==> config.mk <==
export PLATFORM = sky130hd
export DESIGN_NAME = led_pattern_gen
export DESIGN_NICKNAME = d
export VERILOG_FILES = /design/src/rtl/led_pattern_pkg.sv /design/src/rtl/led_channel.sv /design/src/rtl/led_pattern_gen.sv
export SDC_FILE = /design/constraint.sdc
export NUM_CORES = 1
export LEC_CHECK = 0
export CORE_AREA = 3 3 206 208
export DETAILED_ROUTE_END_ITERATION = 10
export DIE_AREA = 0 0 209 211
export GPL_ROUTABILITY_DRIVEN = 0
export PLACE_DENSITY_LB_ADDON = 0.1
export SLEW_MARGIN = 10
export SYNTH_ARGS = -nofsm -noshare
export SYNTH_HDL_FRONTEND = slang
export SYNTH_HIERARCHICAL = 1
export SYNTH_SLANG_ARGS = --single-unit
==> constraint.sdc <==
create_clock -name clk -period 4.53 [get_ports clk]
set_clock_uncertainty 0.1 [all_clocks]
set_input_delay 1.1325 -clock clk [delete_from_list [all_inputs] [get_ports clk]]
set_output_delay 1.1325 -clock clk [all_outputs]
set_load 0.05 [all_outputs]
==> src/rtl/led_pattern_pkg.sv <==
// Shared constants for the multi-channel LED pattern generator.
package led_pattern_pkg;

  localparam int unsigned PERIOD_W = 16;

  localparam logic [1:0] MODE_OFF     = 2'd0;
  localparam logic [1:0] MODE_ON      = 2'd1;
  localparam logic [1:0] MODE_BLINK   = 2'd2;
  localparam logic [1:0] MODE_BREATHE = 2'd3;

  // Channel 0 wakes up as the legacy 1 s heartbeat.
  localparam logic [1:0] RST_MODE_CH0 = MODE_BLINK;

  function automatic logic [PERIOD_W-1:0] rst_period_ch0(input int unsigned tick_hz);
    return PERIOD_W'(tick_hz);
  endfunction

endpackage

==> src/rtl/led_channel.sv <==
// One LED channel: holds config, tick counter, blink phase and breathe ramp.
module led_channel
  import led_pattern_pkg::*;
#(
  parameter int unsigned         PWM_BITS   = 8,
  parameter logic [1:0]          RST_MODE   = MODE_OFF,
  parameter logic [PERIOD_W-1:0] RST_PERIOD = PERIOD_W'(1),
  parameter logic [PWM_BITS-1:0] RST_DUTY   = '0
) (
  input  logic                clk,
  input  logic                a_reset_n,
  input  logic                tick,
  input  logic                wr,
  input  logic [1:0]          wr_mode,
  input  logic [PERIOD_W-1:0] wr_period,
  input  logic [PWM_BITS-1:0] wr_duty,
  output logic [PWM_BITS-1:0] level_c
);

  logic [1:0]          mode_q;
  logic [PERIOD_W-1:0] period_q;
  logic [PWM_BITS-1:0] duty_q;
  logic [PERIOD_W-1:0] tcnt_q;
  logic                phase_q;
  logic [PWM_BITS-1:0] blev_q;
  logic                dir_down_q;

  logic                expire_c;
  logic [PWM_BITS-1:0] blev_nx;
  logic                dir_nx;

  // Expiry fires on the tick that completes a full period of ticks.
  always_comb begin
    expire_c = tick && (tcnt_q == (period_q - PERIOD_W'(1)));
  end

  // Next breathe step: triangle ramp between 0 and the peak duty.
  always_comb begin
    blev_nx = blev_q;
    dir_nx  = dir_down_q;
    if (duty_q == '0) begin
      blev_nx = '0;
    end else if (!dir_down_q) begin
      blev_nx = blev_q + PWM_BITS'(1);
      if (blev_nx == duty_q) dir_nx = 1'b1;
    end else begin
      blev_nx = blev_q - PWM_BITS'(1);
      if (blev_nx == '0) dir_nx = 1'b0;
    end
  end

  // Channel state; a config write takes priority over a same-cycle expiry.
  always_ff @(posedge clk or negedge a_reset_n) begin
    if (!a_reset_n) begin
      mode_q     <= RST_MODE;
      period_q   <= RST_PERIOD;
      duty_q     <= RST_DUTY;
      tcnt_q     <= '0;
      phase_q    <= 1'b0;
      blev_q     <= '0;
      dir_down_q <= 1'b0;
    end else if (wr) begin
      mode_q     <= wr_mode;
      period_q   <= (wr_period == '0) ? PERIOD_W'(1) : wr_period;
      duty_q     <= wr_duty;
      tcnt_q     <= '0;
      phase_q    <= 1'b1;
      blev_q     <= '0;
      dir_down_q <= 1'b0;
    end else if (tick) begin
      tcnt_q <= expire_c ? '0 : tcnt_q + PERIOD_W'(1);
      if (expire_c && (mode_q == MODE_BLINK)) phase_q <= ~phase_q;
      if (expire_c && (mode_q == MODE_BREATHE)) begin
        blev_q     <= blev_nx;
        dir_down_q <= dir_nx;
      end
    end
  end

  // Brightness level presented to the shared PWM comparator.
  always_comb begin
    level_c = '0;
    case (mode_q)
      MODE_ON:      level_c = duty_q;
      MODE_BLINK:   level_c = phase_q ? duty_q : '0;
      MODE_BREATHE: level_c = blev_q;
      default:      level_c = '0;
    endcase
  end

endmodule

==> src/rtl/led_pattern_gen.sv <==
// Multi-channel LED driver: shared tick prescaler and PWM, per-channel patterns.
module led_pattern_gen
  import led_pattern_pkg::*;
#(
  parameter int unsigned NUM_LEDS = 4,
  parameter int unsigned CLK_HZ   = 100_000_000,
  parameter int unsigned TICK_HZ  = 1000,
  parameter int unsigned PWM_BITS = 8,
  localparam int unsigned SEL_W   = (NUM_LEDS > 1) ? $clog2(NUM_LEDS) : 1
) (
  input  logic                clk,
  input  logic                a_reset_n,
  input  logic                cfg_we,
  input  logic [SEL_W-1:0]    cfg_sel,
  input  logic [1:0]          cfg_mode,
  input  logic [PERIOD_W-1:0] cfg_period,
  input  logic [PWM_BITS-1:0] cfg_duty,
  output logic [NUM_LEDS-1:0] led_out,
  output logic                tick_out
);

  localparam int unsigned DIV     = CLK_HZ / TICK_HZ;
  localparam int unsigned LIMIT   = DIV - 1;
  localparam int unsigned PRE_W   = $clog2(DIV);
  localparam int unsigned PWM_MAX = (2 ** PWM_BITS) - 2;

  logic [PRE_W-1:0]    pre_q;
  logic [PWM_BITS-1:0] pwm_q;
  logic                tick_c;
  logic [PWM_BITS-1:0] level_c [NUM_LEDS];

  always_comb begin
    tick_c = (pre_q == PRE_W'(LIMIT));
  end

  // Millisecond-style tick prescaler and free-running PWM counter.
  always_ff @(posedge clk or negedge a_reset_n) begin
    if (!a_reset_n) begin
      pre_q <= '0;
      pwm_q <= '0;
    end else begin
      pre_q <= tick_c ? '0 : pre_q + PRE_W'(1);
      pwm_q <= (pwm_q == PWM_BITS'(PWM_MAX)) ? '0 : pwm_q + PWM_BITS'(1);
    end
  end

  for (genvar i = 0; i < NUM_LEDS; i++) begin : g_ch
    logic wr_c;
    // Write decode; selects beyond NUM_LEDS match no channel.
    always_comb begin
      wr_c = cfg_we && (cfg_sel == SEL_W'(i));
    end

    led_channel #(
      .PWM_BITS   (PWM_BITS),
      .RST_MODE   ((i == 0) ? RST_MODE_CH0 : MODE_OFF),
      .RST_PERIOD ((i == 0) ? rst_period_ch0(TICK_HZ) : PERIOD_W'(1)),
      .RST_DUTY   ((i == 0) ? {PWM_BITS{1'b1}} : {PWM_BITS{1'b0}})
    ) u_ch (
      .clk       (clk),
      .a_reset_n (a_reset_n),
      .tick      (tick_c),
      .wr        (wr_c),
      .wr_mode   (cfg_mode),
      .wr_period (cfg_period),
      .wr_duty   (cfg_duty),
      .level_c   (level_c[i])
    );
  end

  // Registered PWM comparator and tick pulse.
  always_ff @(posedge clk or negedge a_reset_n) begin
    if (!a_reset_n) begin
      led_out  <= '0;
      tick_out <= 1'b0;
    end else begin
      for (int i = 0; i < NUM_LEDS; i++) begin
        led_out[i] <= (pwm_q < level_c[i]);
      end
      tick_out <= tick_c;
    end
  end

endmodule

==> reports/summary.txt <==
layout cells sized above 1 = 14.0%
number of max-cap violations = 0
Setup Total Neg Slack = 0 ps
CTS Root Cell = clkbuf_16
fillers = 3979
Worst-Margin Slew = 1140 ps
CTS Sinks = 238
CP max stage delay = 570 ps
endpoint type of the worst setup path = flip-flop
ys async rst share = 100%
share of the synthesized area in the top cell type = 34.0%
clk_lat worst skew = 570 ps
period utilization = 82.8%
Hold Crit Class = flip-flop to flip-flop
CP required = 4850 ps
Mapped Area = 16200 sq um
CTS tree = yes
vias in the first global route = 12500
sequence of cells on the critical path = or4_4 > nor4_4 > buf_4 > nand3_1 > or4_4 > nor3_4 > nand4_1 > buf_4 > nand2_1 > o311ai_0
Hold Crit Start = pre_q[0]$_DFF_PN0_
# H-tree levels = 1
Detail Route Antenna Nets = 0
drc violations = 0
area delta synth->final = 11.7%
synthesized net count = 1800
CP max-delay cell = or4_4
RSZ-0062 raised after global routing = no
Post-CTS Resized = 0
nets = 1802
Area contributors post-synth = dfrtp_1, mux2_2, xnor2_1
Congestion Overflow GR = 0
area of the multi-input gates = 9630 sq um
met3 Use GR = 2.67%
Tmin final = 3750 ps
Post-synth EDFFs = 0
Crit Path Class = flip-flop to flip-flop
largest net degree at the start of global routing = 96
Die X = 209 microns
DRT Wirelength = 43.8 mm
CP max FO = 21
Ys Warns = 6
grt peak-use layer = met2
Pre-antenna DRT Iters = 5
R2R Path Start = pre_q[11]$_DFF_PN0_
Worst Path Arrival = 4070 ps
# rows = 74
DR vias = 13200
Post-Synthesis Cells = 1718
antenna fix cells = 0
Wirelength per Cell = 19.3 microns
Slew Viols, Final = 0
GRT Overall Usage = 19.6%
Lkg Pwr = 7.38 nW
hold buffer count at cts = 0
Design Power = 6.37 mW
initial antenna violation count = 1
DP Wirelength = 30.8 mm
Setup Fix Bufs, Post-CTS = 0
Peak VDD IR = 507 uV
mean cell area of the mapped netlist = 9.43 sq um
total CTS buffers = 30
Clock transition at path regs = 60 ps
GR met2 Demand/Resource = 31.3%
drt initial violations = 771
relative slew slack = 24.0%
core area = 40700 sq um
most common library cell in the layout ignoring fill and taps = dfrtp_1
I/O pin total = 36
Port Buf Inserts = 35
flops & latches, synth = 238
starting density of the core = 39.8%
Top FF cell, synth = dfrtp_1
largest area contributor in the netlist = dfrtp_1
Sequential Area = 5980 sq um
library cells used by synthesis = 60
CTS Buffer Depth = 3
most frequent cells in the layout = dfrtp_1, nand2_1, nand3_1, mux2_2, nor2_1
vias per cell = 5.81
power density over cell area = 352 nW/um^2
Final Util = 44.4%
first-pass GRT wire length = 70.9 mm
Die ar. = 44100 sq um
Setup Viol. Count Final = 0
status = completed
Critical Path Start = pre_q[11]$_DFF_PN0_
CP startpoint kind = flip-flop
met1 GRT Util = 28.8%
DIE HEIGHT = 211 microns
Hold Violations, Final = 0
sequential area share after synthesis = 36.9%
Fmax = 0.266 GHz
==> final cells by class <==
cell class	instances	area share (%)
inverters	79	1.64
multi-input cells	1317	53.2
clock buffers	48	4.91
clock inverters	8	0.650
well taps	532	3.68
flip-flops and latches	238	33.0
repair buffers	54	2.89
==> Yosys cell counts, drive strengths merged, types with 5 or more instances <==
cell / count
or3: 11
nand4: 66
nand3: 105
nor4b: 5
o31a: 8
nand2b: 9
o21ai: 26
mux2i: 41
nand3b: 12
a21o: 33
xnor2: 89
xor2: 52
mux2: 100
o311ai: 32
a22o: 52
nor2b: 57
a211oi: 12
clkbuf: 72
and3: 42
dfstp: 18
o2bb2ai: 8
inv: 79
o31ai: 8
a32oi: 8
dfrtp: 220
nor2: 105
buf: 12
or2: 12
or4: 17
nor4: 56
ha: 51
a31oi: 36
nand4b: 8
nor3: 33
nor3b: 9
a21oi: 39
or4b: 5
nand2: 117
==> sequential cells by signal (all words and copies together), names as in the netlist <==
signal and cells:
g_ch.u_ch/period_q 64, g_ch.u_ch/tcnt_q 64, g_ch.u_ch/blev_q 32, g_ch.u_ch/duty_q 32
pre_q 17, g_ch.u_ch/mode_q 8, pwm_q 8, g_ch.u_ch/dir_down_q 4
g_ch.u_ch/phase_q 4, led_out 4, tick_out 1
==> routing by layer <==
metal,wire (microns),up-vias
met4,756,2
met1,22100,6587
met2,19500,213
met3,1500,48
li1,-,6383
met5,13,-
==> critical path, delay by kind of cell (launching register included) <==
family                 cells  cell delay [ps]
buffers and inverters      2              620
AOI/OAI and AO/OA          1              190
and+or+nand+nor            7             2240
DFF                        1              440
==> stage by stage <==
step	std cells	cell area, sq um	setup WS (ps)	hold WS [ps]
6_report	2276	18100	778	361
5_1_grt	2276	18100	548	404
3_5_place_dp	2220	17100	759	360
2_1_floorplan	1718	16200	849	333
4_1_cts	2276	18100	737	367
3_3_place_gp	2220	17100	782	350
==> report_power, final <==
group	leakage, nW	internal [mW]	switching (mW)
Clock	0.490	1.50	0.936
Combinational	3.87	0.609	0.663
Sequential	3.02	2.34	0.317
Total	7.38	4.46	1.92
==> path summary, 6_finish.rpt <==
path / endpoint / slack [ps] / depth (start not counted)
worst max-delay path: g_ch[0].u_ch/tcnt_q[9]$_DFFE_PN0P_ / 780 / 10
worst min-delay path: pre_q[0]$_DFF_PN0_ / 360 / 1
worst max register to register: g_ch[0].u_ch/tcnt_q[9]$_DFFE_PN0P_ / 780 / 10
worst min register to register: pre_q[0]$_DFF_PN0_ / 360 / 1
max in group asynchronous: g_ch[2].u_ch/period_q[14]$_DFFE_PN0P_ / 2930 / 2
min in group asynchronous: g_ch[3].u_ch/blev_q[5]$_DFFE_PN0P_ / 450 / 1
==> cell families (layout without fill, tap and decap cells) <==
family / count (synthesis) / in the layout / synth area share, %
xor+xnor: 141 / 141 / 7.62
compound gates: 298 / 298 / 13.9
buf+inv: 163 / 189 / 3.78
fa+ha+maj: 51 / 51 / 3.94
mux: 141 / 141 / 9.48
simple gates: 686 / 686 / 24.4
flops: 238 / 238 / 36.9
Note: power is estimated with default switching activity, not from simulation.
